## config.mk

```make
export PLATFORM = sky130hd
export DESIGN_NAME = placar_acumulador
export DESIGN_NICKNAME = d
export VERILOG_FILES = /design/src/rtl/placar_pkg.sv /design/src/rtl/sincroniza_botao.sv /design/src/rtl/placar_acumulador.sv
export SDC_FILE = /design/constraint.sdc
export NUM_CORES = 1
export LEC_CHECK = 0
export ABC_AREA = 1
export BUFFER_PORTS_ARGS = -buffer_cell sky130_fd_sc_hd__buf_2
export CORE_MARGIN = 2
export CORE_UTILIZATION = 45
export CTS_BUF_LIST = sky130_fd_sc_hd__clkbuf_16
export DETAILED_ROUTE_END_ITERATION = 7
export GPL_ROUTABILITY_DRIVEN = 0
export PLACE_DENSITY_LB_ADDON = 0.3
export SYNTH_ARGS = -nofsm -noshare
export SYNTH_HDL_FRONTEND = slang
export SYNTH_SLANG_ARGS = --single-unit
```

## constraint.sdc

```tcl
create_clock -name clk -period 2.23 [get_ports clk]
set_input_delay 0.1115 -clock clk [delete_from_list [all_inputs] [get_ports clk]]
set_output_delay 0.1115 -clock clk [all_outputs]
set_load 0.02 [all_outputs]
```

## src/rtl/placar_pkg.sv

```systemverilog
// Shared types and constants for the scoreboard score keeper.
package placar_pkg;

  localparam int SCORE_W       = 7;
  localparam int MAX_SCORE_DEF = 99;

  typedef enum logic [1:0] {
    IDLE = 2'd0,
    ADD  = 2'd1,
    HOLD = 2'd2
  } state_t;

  localparam logic [1:0] PTS_1 = 2'b01;
  localparam logic [1:0] PTS_2 = 2'b10;
  localparam logic [1:0] PTS_3 = 2'b11;

  // Largest pressed value wins when several point buttons are down together.
  function automatic logic [1:0] pts_sel(input logic p1, input logic p2, input logic p3);
    if (p3)      return PTS_3;
    else if (p2) return PTS_2;
    else if (p1) return PTS_1;
    else         return 2'b00;
  endfunction

endpackage

```

## src/rtl/sincroniza_botao.sv

```systemverilog
// STAGES-deep flop chain bringing one asynchronous button level into clk.
module sincroniza_botao #(
  parameter int STAGES = 2
) (
  input  logic clk,
  input  logic rst,
  input  logic din,
  output logic dout
);

  logic [STAGES-1:0] sr;

  // Shift the raw level through the chain; the last flop is the clean level.
  always_ff @(posedge clk or posedge rst) begin
    if (rst) sr <= '0;
    else     sr <= {sr[STAGES-2:0], din};
  end

  assign dout = sr[STAGES-1];

endmodule

```

## src/rtl/placar_acumulador.sv

```systemverilog
// Score keeper: turns point presses into adder operands and captures the
// clipped sum into per-team score registers.
// Optional undo of the last update is built when PLACAR_UNDO_EN is defined.
module placar_acumulador
  import placar_pkg::*;
#(
  parameter int MAX_SCORE   = MAX_SCORE_DEF,
  parameter int SYNC_STAGES = 2
) (
  input  logic               clk,
  input  logic               rst,
  input  logic               btn_p1,
  input  logic               btn_p2,
  input  logic               btn_p3,
`ifdef PLACAR_UNDO_EN
  input  logic               btn_undo,
`endif
  input  logic               team_sel,
  input  logic               clr_placar,
  output logic [SCORE_W-1:0] add_a,
  output logic [1:0]         add_b,
  input  logic [SCORE_W-1:0] add_s,
  input  logic               add_cout,
  output logic [SCORE_W-1:0] score_home,
  output logic [SCORE_W-1:0] score_away,
  output logic               busy,
  output logic               sat
);

`ifdef PLACAR_UNDO_EN
  localparam int NB = 4;
`else
  localparam int NB = 3;
`endif

  localparam logic [SCORE_W-1:0] MAX_V = SCORE_W'(MAX_SCORE);

  logic [NB-1:0] btn_raw, btn_s;
  logic          p1, p2, p3, any_pt, hold_any;

  state_t             state_q, state_d;
  logic [1:0]         pts_q;
  logic               tsel_q;
  logic [SCORE_W-1:0] sel_score, res;
  logic               clip;

`ifdef PLACAR_UNDO_EN
  logic               p_undo;
  logic               undo_vld, undo_team;
  logic [SCORE_W-1:0] undo_prev;
  assign btn_raw  = {btn_undo, btn_p3, btn_p2, btn_p1};
  assign p_undo   = btn_s[3];
  assign hold_any = any_pt | p_undo;
`else
  assign btn_raw  = {btn_p3, btn_p2, btn_p1};
  assign hold_any = any_pt;
`endif

  sincroniza_botao #(.STAGES(SYNC_STAGES)) u_sync [NB-1:0] (
    .clk  (clk),
    .rst  (rst),
    .din  (btn_raw),
    .dout (btn_s)
  );

  assign p1     = btn_s[0];
  assign p2     = btn_s[1];
  assign p3     = btn_s[2];
  assign any_pt = p1 | p2 | p3;

  assign sel_score = tsel_q ? score_away : score_home;
  assign clip      = add_cout | (add_s > MAX_V);
  assign res       = clip ? MAX_V : add_s;

  assign add_a = (state_q == ADD) ? sel_score : '0;
  assign add_b = (state_q == ADD) ? pts_q     : 2'b00;
  assign busy  = (state_q != IDLE);

  // State register.
  always_ff @(posedge clk or posedge rst) begin
    if (rst) state_q <= IDLE;
    else     state_q <= state_d;
  end

  // Next state; clear overrides everything and parks in HOLD until release.
  always_comb begin
    state_d = state_q;
    case (state_q)
      IDLE: begin
        if (any_pt) state_d = ADD;
`ifdef PLACAR_UNDO_EN
        else if (p_undo) state_d = HOLD;
`endif
      end
      ADD:     state_d = HOLD;
      HOLD:    if (!hold_any) state_d = IDLE;
      default: state_d = IDLE;
    endcase
    if (clr_placar) state_d = HOLD;
  end

  // Press capture, score update with clipping, saturation pulse and undo record.
  always_ff @(posedge clk or posedge rst) begin
    if (rst) begin
      pts_q      <= 2'b00;
      tsel_q     <= 1'b0;
      score_home <= '0;
      score_away <= '0;
      sat        <= 1'b0;
`ifdef PLACAR_UNDO_EN
      undo_vld   <= 1'b0;
      undo_team  <= 1'b0;
      undo_prev  <= '0;
`endif
    end else begin
      sat <= 1'b0;
      if (clr_placar) begin
        score_home <= '0;
        score_away <= '0;
`ifdef PLACAR_UNDO_EN
        undo_vld   <= 1'b0;
`endif
      end else begin
        case (state_q)
          IDLE: begin
            if (any_pt) begin
              pts_q  <= pts_sel(p1, p2, p3);
              tsel_q <= team_sel;
            end
`ifdef PLACAR_UNDO_EN
            else if (p_undo && undo_vld) begin
              if (undo_team) score_away <= undo_prev;
              else           score_home <= undo_prev;
              undo_vld <= 1'b0;
            end
`endif
          end
          ADD: begin
            if (tsel_q) score_away <= res;
            else        score_home <= res;
            sat <= clip;
`ifdef PLACAR_UNDO_EN
            undo_vld  <= 1'b1;
            undo_team <= tsel_q;
            undo_prev <= sel_score;
`endif
          end
          default: ;
        endcase
      end
    end
  end

endmodule
```

**Yosys cells after proc, flatten, opt, wreduce, memory -nomap -nowiden**

Cells that the tools add are included.

- Register bits after elaboration: 26
- Output and inout port bits: 25

- Magnitude comparators: 1
- Eq/ne operators: 5
- Multiplexer cells: 19
- Bitwise gates (word level): 4
- Reductions and logical operators: 8

Operators with widths:

| cell | count |
|---|---|
| two-way mux 7 bit | 9 |
| two-way mux 2 bit | 6 |
| greater-than comparator 7 bit (second input constant) | 1 |
| != test 3 bit (second input constant) | 2 |
| one-hot mux 2 bit (3 select lines) | 1 |
| AND reduction 2 bit | 3 |
| nonzero test 2 bit | 3 |
| two-way mux 1 bit | 3 |
| OR 1 bit | 3 |
| AND reduction 3 bit | 1 |
| equality test 2 x 1 -> 1 bit (second input constant) | 1 |
| equality test 2 bit (second input constant) | 1 |
| zero test 2 bit | 1 |
| != test 2 bit (second input constant) | 1 |
| inverter 1 bit | 1 |

**Depth between registers and ports, before layout**

Gate-level depths: netlist of the first run.

- Depth in word-level cells: 6
- Depth in mapped cells: 7
- Depth with buffers taken out: 7

**Cells and area by module**

A second synthesis of the first run with hierarchy kept.

- Cells, all modules: 136
- Area, all modules: 1229.9 sq um

Modules (own cells, without submodules):

| module | times used | cells an instance | area an instance (sq um) |
|---|---|---|---|
| placar_acumulador | 1 | 127 | 1068.5 |
| sincroniza_botao | 3 | 3 | 53.8 |

**Worst setup path before layout of the first run**

No wires, ideal clock.

- Path kind: reg-to-output
- Start: register state_q[1]
- End: output port add_a[5]
- Arrival time: 1.086 ns
- Slack: 1.032 ns
- Stages on the path, launching flop included: 7
- Path buffers: 1
- Path through: dfrtp_1 inv_2 nand2_4 nor2_8 buf_8 inv_2 o22ai_2

- Cells in the longest elaborated chain, start to end: 2

RTL lines:

| item | line | source |
|---|---|---|
| from (decl) | placar_acumulador.sv:41 | `state_t state_q, state_d;` |
| from (signal assigned) | placar_acumulador.sv:82 | `else state_q <= state_d;` |
| equality test 2 x 1 -> 1 bit | placar_acumulador.sv:75 | `assign add_a = (state_q == ADD) ? sel_score : '0;` |
| two-way mux 7 bit | placar_acumulador.sv:75 |  |
| to (decl) | placar_acumulador.sv:20 | `output logic [SCORE_W-1:0] add_a,` |

No other way between the ends.

**Worst setup path in the final report of the first run**

- Start: register state_q[1]
- End: output port add_a[6]

The elaborated chain is that of the path after synthesis.

==> results.md, run 1 <==
- Critical path required time: 2.12 ns
- Initial drt markers: 13
- Hold WC Path Type: in -> async
- Worst-path cell chain: inv_2 > nand2_4 > nor2_4 > inv_1 > o22ai_2 > buf_2
- Share of layout cells above drive strength 1: 32.39%
- Layout area overhead: 24.95%
- Register area share after synthesis: a little over half
- Antenna Nets Post-Route: 0
- Io pins: 40
- Die area: 0.003140 mm2
- Worst VDD drop: 0.5155 mV
- Mapped Area: between 0.001 and 0.0015 mm2
- Pre-CTS WS: 0.7634 ns
- Num CTS Buffers: 3
- Final clock skew: 0.002344 ns
- Horiz. Die Dim: 56.04 um
- Vias post-DR: 988
- Total design power: slightly above 1000 uW
- H-tree level count: 1
- Routed WL per cell: between 10 and 15 um
- Die H: 56.04 um
- Via density: 4.796
- Status: complete, no violations
- Num Clock Sinks: 26
- First-pass GRT wire length: 4457 um
- Final period utilization: slightly below 80%
- Complex-gate fraction of the synthesized area: 9.959%
- Clock Tree Buf Depth: 2
- Post-CTS Setup Bufs: 0
- Adder-Cell Fraction of Synth Area: 0%
- Largest delay share family, worst path: buffers and inverters
- Tmin final: 1.741 ns
- Post-Synth XOR/XNOR Area: 0%
- Pleak: ~0.00087 uW
- Max-cap violations: 0
- N_diodes: 0
- Initial antenna violation count: 0
- Worst-path clk slew: around 0.06 ns
- TritonRoute pass-1 iters: 4
- Simple-gate share of the synthesized area: 26.28%
- Drc violations: 0
- Max Fanout on Critical Path: 14
- Total track usage: 17.67%
- CP max stage delay: 0.39 ns
- Startpoint types: register
- Fmax: 574.3 MHz
- Crit path DAT: 1.63 ns
- WHS: 0.05292 ns
- RSZ-0062 raised after global routing: no
- Final nets: 192
- Setup-failing EPs final: 0
- PortBufs: 39
- Post-route worst setup slack: 0.4887 ns
- Slew headroom: 37.36%
- FILL cells: roughly 220
- Sum of net half-perimeters after detailed placement: 1851 um
- Largest family of logic cells by synthesized area: simple AND/OR/NAND/NOR gates
- Fin. Hold Viols: 0
- Setup CP Type: reg -> out
- Power density cells: 670.6 mW/mm2
- Ys Warns: 0
- Setup crit end kind: output pin
- Drt total wl: 2560 um
- Total grt overflow: 0
- Core Box Area: 0.002522 mm2
- Root buf cell: clkbuf_16
- Vias in the first global route: 1022
- Largest area contributor in the netlist: dfrtp_1
- TritonCTS clock tree: done
- Largest net degree at the start of global routing: 27
- Starting Density: 48.31%
- Worst path slowest cell: dfrtp_1
- Most frequent cells in the layout: buf_2 (39), nand2_1 (36), dfrtp_1 (26), inv_1 (18), nor2_1 (10)
- Fin Setup TNS: 0 ns
- Post-synth top area share: 53.39%
- Netlist cell types: 21
- Post-synthesis mux area share: 0%
- Rows: 18
- Clock latency at the later pin of the worst-skew pair: 0.26 ns
- Slew Limit Fails: 0
- Top cells by area, synth: dfrtp_1 (53%), nand2_1 (11%), inv_1 (5.5%)
- Sum of buffers and inverters on the critical path: 3
- Synth Net Count: 148
- Syn Inst Count: 133
- Seq cells post-synth: 26
- Least-Margin Pin Slew: 0.9386 ns
- Mean post-synth cell area: 9.163 um2
- Commonest non-fill, non-tap cell in the layout: buf_2
state kept, by name (all words and copies together) (netlist names):
register,count
score_away,7
score_home,7
u_sync.sr,6
pts_q,2
state_q,2
sat,1
tsel_q,1
metal layers:
layer,part of all wire (%),up-vias,GRT usage [%]
li1,-,500,-
met1,46,464,23.80
met2,49,22,29.75
met3,4.9,2,3.023
met4,0.51,0,4.082
met5,0,-,0
cell families (layout without fill, tap and decap cells):
logic type,count (synthesis),count (layout)
AND/OR/NAND/NOR,64,64
buffers and inverters,26,69
AO/OA/AOI/OAI,17,17
flip-flops,26,26
worst paths after layout:
path	start	endpoint	slack (ns)	cells past startpoint
worst max-delay path	state_q[1]	add_a[6]	0.49	6
worst min-delay path	rst	score_away[1]	0.05	2
worst max register to register	state_q[1]	score_home[0]	0.97	6
worst min register to register	u_sync[1].sr[0]	u_sync[1].sr[1]	0.35	0
max in group asynchronous	rst	score_home[3]	1.60	2
min in group clk	team_sel	tsel_q	0.09	3
power breakdown:
group	leakage, uW	switching [uW]	internal [uW]
clock network	0.0000385	157	240
logic	0.000496	72.7	36.4
registers	0.000339	16.5	498
total	0.000873	247	774
stage by stage:
step,std cells,utilization [%],instance area (um2)
floorplan,133,-,1219
global placement,199,56.05,1414
detailed placement,199,56.05,1414
CTS,206,60.37,1523
global route,206,60.37,1523
finish,206,60.37,1523
Yosys cell counts, drive strengths merged:
cell,count
a22o,5
nor4,1
o211ai,1
inv,23
nor2,15
dfrtp,26
o21ai,9
o22ai,2
buf,3
nand2,37
nor3,2
nand3,9
layout make-up:
class                           instances  area [um2]  share of cell area (%)
Clock inverter                          1       3.754                  0.2465
Timing Repair Buffer                   42       225.2                   14.79
Multi-Input combinational cell         81       441.7                   29.01
Inverter                               23       88.84                   5.834
Tap cell                               30       37.54                   2.465
Clock buffer                            3       75.07                   4.930
Sequential cell                        26       650.6                   42.73
timing repair:
action,in CTS,in global routing
endpoints found under the hold margin,3,0
hold buffers,3,0
resized for setup,0,0
(Power assumes the default switching activity.)
==> inputs of run 2 (changes only) <==
--- a/config.mk
+++ b/config.mk
@@ -5,10 +5,10 @@
 export SDC_FILE = /design/constraint.sdc
 export NUM_CORES = 1
 export LEC_CHECK = 0
-export ABC_AREA = 1
+export ABC_AREA = 0
 export BUFFER_PORTS_ARGS = -buffer_cell sky130_fd_sc_hd__buf_2
 export CORE_MARGIN = 2
-export CORE_UTILIZATION = 45
+export CORE_UTILIZATION = 43
 export CTS_BUF_LIST = sky130_fd_sc_hd__clkbuf_16
 export DETAILED_ROUTE_END_ITERATION = 7
 export GPL_ROUTABILITY_DRIVEN = 0
==> constraint.sdc (replaced) <==
create_clock -name clk -period 1.49 [get_ports clk]
set_input_delay 0.0745 -clock clk [delete_from_list [all_inputs] [get_ports clk]]
set_output_delay 0.0745 -clock clk [all_outputs]
set_load 0.02 [all_outputs]
==> results.md, run 2 <==
- Status: complete, but fails checks
- Failing checks: setup timing
- Mean post-synth cell area: 10.81 um2 (+18%)
- Least-Margin Pin Slew: 0.4598 ns (-0.4788 ns)
- Antenna Nets Post-Route: 0 (unchanged)
- Num Clock Sinks: 26 (unchanged)
- Critical Path Start: tsel_q
- Fmax: 664.9 MHz
- Largest net degree at the start of global routing: 27 (unchanged)
- FILL cells: 189 (-15%)
- Total design power: 1546 uW (+51%)
- Worst VDD drop: 0.8190 mV (+59%)
- WHS: 0.04791 ns (-0.005012 ns)
- Sequential power share: 50.7% (+0.3 points)
- Sum of net half-perimeters after detailed placement: 1696 um (-8.4%)
- Routed WL per cell: 13.84 um (+11%)
- Max Fanout on Critical Path: 6 (-8)
- Top cells by count, synth: dfrtp_1 (26), nor2_1 (11), a21oi_1 (7), a22o_1 (7)
- Final nets: 173 (-9.9%)
- TritonRoute pass-1 iters: 4 (unchanged)
- Total grt overflow: 0 (unchanged)
- R2r startpoint: state_q[1]
- Drt total wl: 2589 um (+1.1%)
- Crit path DAT: 1.43 ns (-0.20 ns)
- Met1 usage: 21.98% (-1.8 points)
- Final Util: 64.11% (+3.7 points)
- Final clock skew: 0.002100 ns (-0.0002444 ns)
- Rows: 18 (unchanged)
- Top flop regs: score_away: 7 flops, score_home: 7 flops, u_sync.sr: 6 flops
- Io pins: 40 (unchanged)
- Worst-path clk slew: 0.06 ns (about the same)
- Clk pwr share: 38.5% (-0.4 points)
- Initial antenna violation count: 0 (unchanged)
- Top cells by area, synth: dfrtp_1 (57%), a22o_1 (5.4%), nor2_1 (3.6%)
- FF/Latch Area: 653.1 um2 (+0.38%)
- Seq cells post-synth: 26 (unchanged)
- Most instantiated library cell after synthesis: dfrtp_1
- Clock Tree Buf Depth: 2 (unchanged)
- RSZ-0062 raised after global routing: yes
- Ys flop type: dfrtp_1
- Fin. Hold Viols: 0 (unchanged)
- H-tree level count: 1 (unchanged)
- Num CTS Buffers: 3 (unchanged)
- Hold WC Path Type: in -> reg
- Vias in the first global route: 967 (-5.4%)
- Register area share after synthesis: 57.33% (+3.9 points)
- GR peak layer: met2
- Startpoint types: register
- Switch share: 23.28% (-0.88 points)
- Hold Startpoint: team_sel
- N_diodes: 0 (unchanged)
- GR Util met2: 29.93% (+0.18 points)
- Core Box Area: 0.002500 mm2 (-0.89%)
- Root buf cell: clkbuf_16
- Starting Density: 45.40% (-2.9 points)
- Setup-failing EPs final: 7 (+7)
- PortBufs: 39 (unchanged)
- Critical path required time: 1.42 ns (-0.70 ns)
- EDFF count, synth: 0 (unchanged)
- Commonest non-fill, non-tap cell in the layout: buf_2
- Setup CP Type: reg -> out
- Clock latency at the later pin of the worst-skew pair: 0.26 ns (about the same)
- Internal power: 1186 uW (+53%)
- Comb power frac: 10.9% (+0.2 points)
- Synth Net Count: 120 (-19%)
- Vias post-DR: 1015 (+2.7%)
- Initial drt markers: 13 (unchanged)
- Psw: 359.9 uW (+46%)
- Multi-input gate area: 445.4 um2 (+0.85%)
- Post-synth top area share: 57.33% (+3.9 points)
- Die area: 0.003066 mm2 (-2.4%)
- Drc violations: 0 (unchanged)
- Horiz. Die Dim: 55.37 um (-1.2%)
- Setup crit end kind: output pin
- Pre-CTS WS: 0.07020 ns (-0.6932 ns)
- Post-synthesis async set-or-reset flop share: 100.0% (unchanged)
- Final period utilization: 100.9%
- Post-route worst setup slack: -0.01399 ns (-0.5027 ns)
- Share of layout cells above drive strength 1: 40.13% (+7.7 points)
- Most frequent cells in the layout: buf_2 (32), dfrtp_1 (24), nor2_1 (11), buf_6 (10), buf_4 (8)
- Tmin final: 1.504 ns
- Ys Warns: 0 (unchanged)
- Syn Inst Count: 105 (-21%)
- Grt met3 use: 4.450% (+1.4 points)
- Slew Limit Fails: 0 (unchanged)
- Netlist cell types: 29 (+38%)
- Max-cap violations: 0 (unchanged)
- Via density: 5.428 (+13%)
- Mapped Area: 0.001135 mm2 (-6.9%)
- Layout area overhead: 41.24%
- Slew headroom: 69.11% (+32 points)
- Pleak: 0.0007733 uW (-11%)
- Largest area contributor in the netlist: dfrtp_1
- Total track usage: 17.88% (+0.21 points)
- Power density cells: 964.6 mW/mm2 (+44%)
- Die H: 55.37 um (-1.2%)
- TritonCTS clock tree: done
- First-pass GRT wire length: 4360 um (-2.2%)
==> run 2: cell count changes after synthesis, sizes merged, moves of 4 or more <==
| cell | before | now |
|---|---|---|
| inv | 23 | 4 |
| nor2 | 15 | 11 |
| a21oi | 0 | 7 |
| o21ai | 9 | 3 |
| a211oi | 0 | 4 |
| nor3 | 2 | 7 |
| nand2 | 37 | 6 |
==> run 2: critical path, cell delays in order, from the launching register on <==
cell	delay (ns)
dfrtp_2	0.44
and3b_2	0.25
buf_6	0.13
a22o_1	0.21
buf_6	0.13
==> run 2: final timing paths <==
check,end,slack (ns),cells past startpoint
worst max-delay path,add_a[4],-0.01,4
max in group asynchronous,tsel_q,0.81,4
worst min-delay path,tsel_q,0.05,2
min in group asynchronous,score_away[4],0.41,4
worst max register to register,score_home[0],0.10,4
worst min register to register,u_sync[0].sr[1],0.35,0
==> run 2: cell families (layout without fill, tap and decap cells) <==
kind of cell / after synthesis / after routing / synth area share, %
compound gates: 23 / 23 / 14.11
buf+inv: 10 / 62 / 5.070
flops: 26 / 26 / 57.33
mux: 1 / 1 / 0.9922
simple gates: 45 / 45 / 22.49
==> run 2: cell type report <==
type | count | area share [%]
Multi-Input combinational cell | 69 | 27.79
Sequential cell | 26 | 40.75
Inverter | 4 | 0.9368
Clock inverter | 1 | 0.2342
Timing Repair Buffer | 54 | 23.26
Clock buffer | 3 | 4.684
Tap cell | 30 | 2.342
==> run 2: per-stage QoR <==
stage,cell area (um2),TNS (ns),std cells
finish,1603,-0.07877,187
detailed placement,1355,0,172
floorplan,1135,0,105
CTS,1528,-0.03185,185
global placement,1355,0,172
global route,1603,-0.3149,187
==> run 2: repair_timing <==
item                       in CTS  in global routing
pin swaps                       1                  8
setup endpoints to repair       7                 11
setup buffers                   5                  2
hold endpoints to repair       29                  0
hold buffers                    4                  0
resized for setup               6                 18
==> run 2: power groups by stage <==
stage | Combinational (uW) | Sequential [uW] | Clock (uW)
floorplan | 78.5 | 790 | 0
global placement | 124 | 791 | 0
detailed placement | 126 | 794 | 0
CTS | 162 | 779 | 610
global route | 186 | 786 | 643
finish | 168 | 783 | 595
==> run 2: per-layer routing <==
layer | routed length (um) | vias to the layer above
met3 | 167 | 5
li1 | - | 482
met1 | 1134 | 484
met5 | 0 | -
met2 | 1247 | 44
met4 | 39 | 0
==> inputs of run 3 (changes only) <==
--- a/config.mk
+++ b/config.mk
@@ -8,7 +8,7 @@
 export ABC_AREA = 0
 export BUFFER_PORTS_ARGS = -buffer_cell sky130_fd_sc_hd__buf_2
 export CORE_MARGIN = 2
-export CORE_UTILIZATION = 43
+export CORE_UTILIZATION = 45
 export CTS_BUF_LIST = sky130_fd_sc_hd__clkbuf_16
 export DETAILED_ROUTE_END_ITERATION = 7
 export GPL_ROUTABILITY_DRIVEN = 0
==> constraint.sdc (replaced) <==
create_clock -name clk -period 1.4 [get_ports clk]
set_input_delay 0.07 -clock clk [delete_from_list [all_inputs] [get_ports clk]]
set_output_delay 0.07 -clock clk [all_outputs]
set_load 0.02 [all_outputs]
==> results.md, run 3 (synthesis gave the netlist of run 2 again) <==
- Critical Path Start: state_q[1]
- Hold Startpoint: team_sel
- Top flop regs: score_away: 7 flops, score_home: 7 flops, u_sync.sr: 6 flops
- CP max stage delay: 0.41 ns (-0.03 ns)
- Commonest non-fill, non-tap cell in the layout: buf_2
- Slew headroom: 54.45% (-15 points)
- Worst path slowest cell: dfrtp_2
- Share of layout cells above drive strength 1: 55.03% (+15 points)
- Root buf cell: clkbuf_16
- Tmin final: 1.591 ns
- Max Fanout on Critical Path: 6 (unchanged)
- R2r setup slk: -0.15 ns (-0.25 ns)
- Startpoint types: register
- Drc violations: 0 (unchanged)
- Total grt overflow: 0 (unchanged)
- Critical path required time: 1.33 ns (-0.09 ns)
- TritonCTS clock tree: done
- Drt total wl: 3435 um (+33%)
- WHS: 0.05155 ns (+0.003640 ns)
- Most frequent CP cell: buf_6
- Status: complete, but fails checks
- Power density cells: 913.3 mW/mm2 (-5.3%)
- Routed WL per cell: 17.26 um (+25%)
- Post-route worst setup slack: -0.1913 ns (-0.1773 ns)
- Fin Setup TNS: -1.998 ns (-1.919 ns)
- Rows: 18 (unchanged)
- N_diodes: 0 (unchanged)
- Multi-input gate area: 531.8 um2 (+19%)
- H-tree level count: 1 (unchanged)
- Worst-path clk slew: 0.07 ns (about the same)
- Setup CP Type: reg -> out
- Vias post-DR: 1155 (+14%)
- Initial antenna violation count: 0 (unchanged)
- Clock Tree Buf Depth: 2 (unchanged)
- Slew Limit Fails: 0 (unchanged)
- Dpl cells: 173 (+0.58%)
- Via density: 5.804 (+6.9%)
- PortBufs: 39 (unchanged)
- Antenna Nets Post-Route: 0 (unchanged)
- Design Area, Final: 0.001838 mm2 (+15%)
- Least-Margin Pin Slew: 0.6832 ns (+0.2234 ns)
- Placed cell area: 0.001390 mm2 (+2.6%)
- Initial drt markers: 25 (+12)
- Starting Density: 46.66% (+1.3 points)
- RSZ-0062 raised after global routing: yes
- Total track usage: 24.45% (+6.6 points)
- Pleak: 0.0008621 uW (+11%)
- Worst VDD drop: 0.9544 mV (+17%)
- Final clock skew: 0.006900 ns (+0.004800 ns)
- Num Clock Sinks: 26 (unchanged)
- Vias in the first global route: 1012 (+4.7%)
- Num CTS Buffers: 3 (unchanged)
- Crit path DAT: 1.52 ns (+0.09 ns)
- Max-cap violations: 0 (unchanged)
- Pre-CTS WS: 0.005556 ns (-0.06465 ns)
- Most frequent cells in the layout: buf_2 (32), dfrtp_1 (24), buf_6 (16), buf_4 (12), nor2_1 (9)
- Fin. Hold Viols: 0 (unchanged)
- Horiz. Die Dim: 54.22 um (-2.1%)
- Finished Layout Cells: 199 (+6.4%)
- FILL cells: 157 (-17%)
- Setup crit end kind: output pin
- Clock latency at the later pin of the worst-skew pair: 0.26 ns (about the same)
- Core Box Area: 0.002432 mm2 (-2.7%)
- Io pins: 40 (unchanged)
- Setup-failing EPs final: 21 (+14)
- Failing checks: setup timing
- Hold WC Path Type: in -> reg
- R2r startpoint: state_q[1]
- First-pass GRT wire length: 4912 um (+13%)
- Sum of net half-perimeters after detailed placement: 1775 um (+4.7%)
- Worst reg-to-reg path cell count: 5 (+1)
- Final nets: 186 (+7.5%)
- Worst setup path endpoint: add_a[6]
- TritonRoute pass-1 iters: 4 (unchanged)
- Final period utilization: 113.7%
- Layout area overhead: 61.96%
- Worst-path cell chain: buf_6 > and3b_4 > buf_12 > a22o_1 > buf_6
- FF/Latch Area: 653.1 um2 (unchanged)
- Fmax: roughly 630 MHz
- Die H: 54.22 um (-2.1%)
- Reg2reg end: tsel_q
- Largest net degree at the start of global routing: 27 (unchanged)
- Die area: 0.002940 mm2 (-4.1%)
==> run 3: routing by layer <==
metal  vias to the layer above  global-route usage (%)  part of all wire (%)
met2                        50                   39.76                    54
met4                         0                   10.00                   1.9
met5                         -                       0                     0
li1                        509                       -                     -
met3                         9                   5.191                   6.4
met1                       587                   31.67                    38
==> run 3: repair_timing <==
item / 4_1_cts / 5_1_grt
resized for setup: 27 / 27
hold endpoints to repair: 29 / 0
buffers inserted: 14 / 8
endpoints found under the setup margin: 11 / 25
cloned: 1 / 0
hold buffers: 4 / 0
pin swaps: 10 / 12
==> run 3: final cells by class <==
| type | instances | share of cell area [%] |
|---|---|---|
| multi-input combinational | 69 | 28.93 |
| tap | 30 | 2.042 |
| inverter | 4 | 0.8169 |
| timing repair buffer | 67 | 28.59 |
| sequential | 26 | 35.53 |
| clock buffer | 3 | 4.084 |
==> run 3: how the worst min path moves through the flow <==
stage | end | cells after the start
2_1_floorplan | u_sync[0].sr[0] | 0
3_3_place_gp | u_sync[2].sr[0] | 3
3_5_place_dp | u_sync[2].sr[0] | 3
4_1_cts | tsel_q | 2
5_1_grt | tsel_q | 2
6_report | tsel_q | 2
==> run 3: report_power, final <==
group,total (uW),switching (uW),internal (uW)
clock network,626,247,378
registers,839,42.3,796
logic,214,113,101
total,1680,403,1280
==> run 3: per-stage QoR <==
step / total power, uW / utilization [%]
after floorplan: 927.1 / -
after global placement: 982.7 / 57.15
after detailed placement: 992.1 / 57.15
after CTS: 1639 / 70.78
after global routing: 1736 / 75.57
final: 1679 / 75.57
==> run 3: worst max-delay path, delay by kind of cell (launching register included) <==
kind	cells	cell delay (ns)
buf+inv	3	0.37
compound gates	1	0.17
flops	1	0.41
simple gates	1	0.31
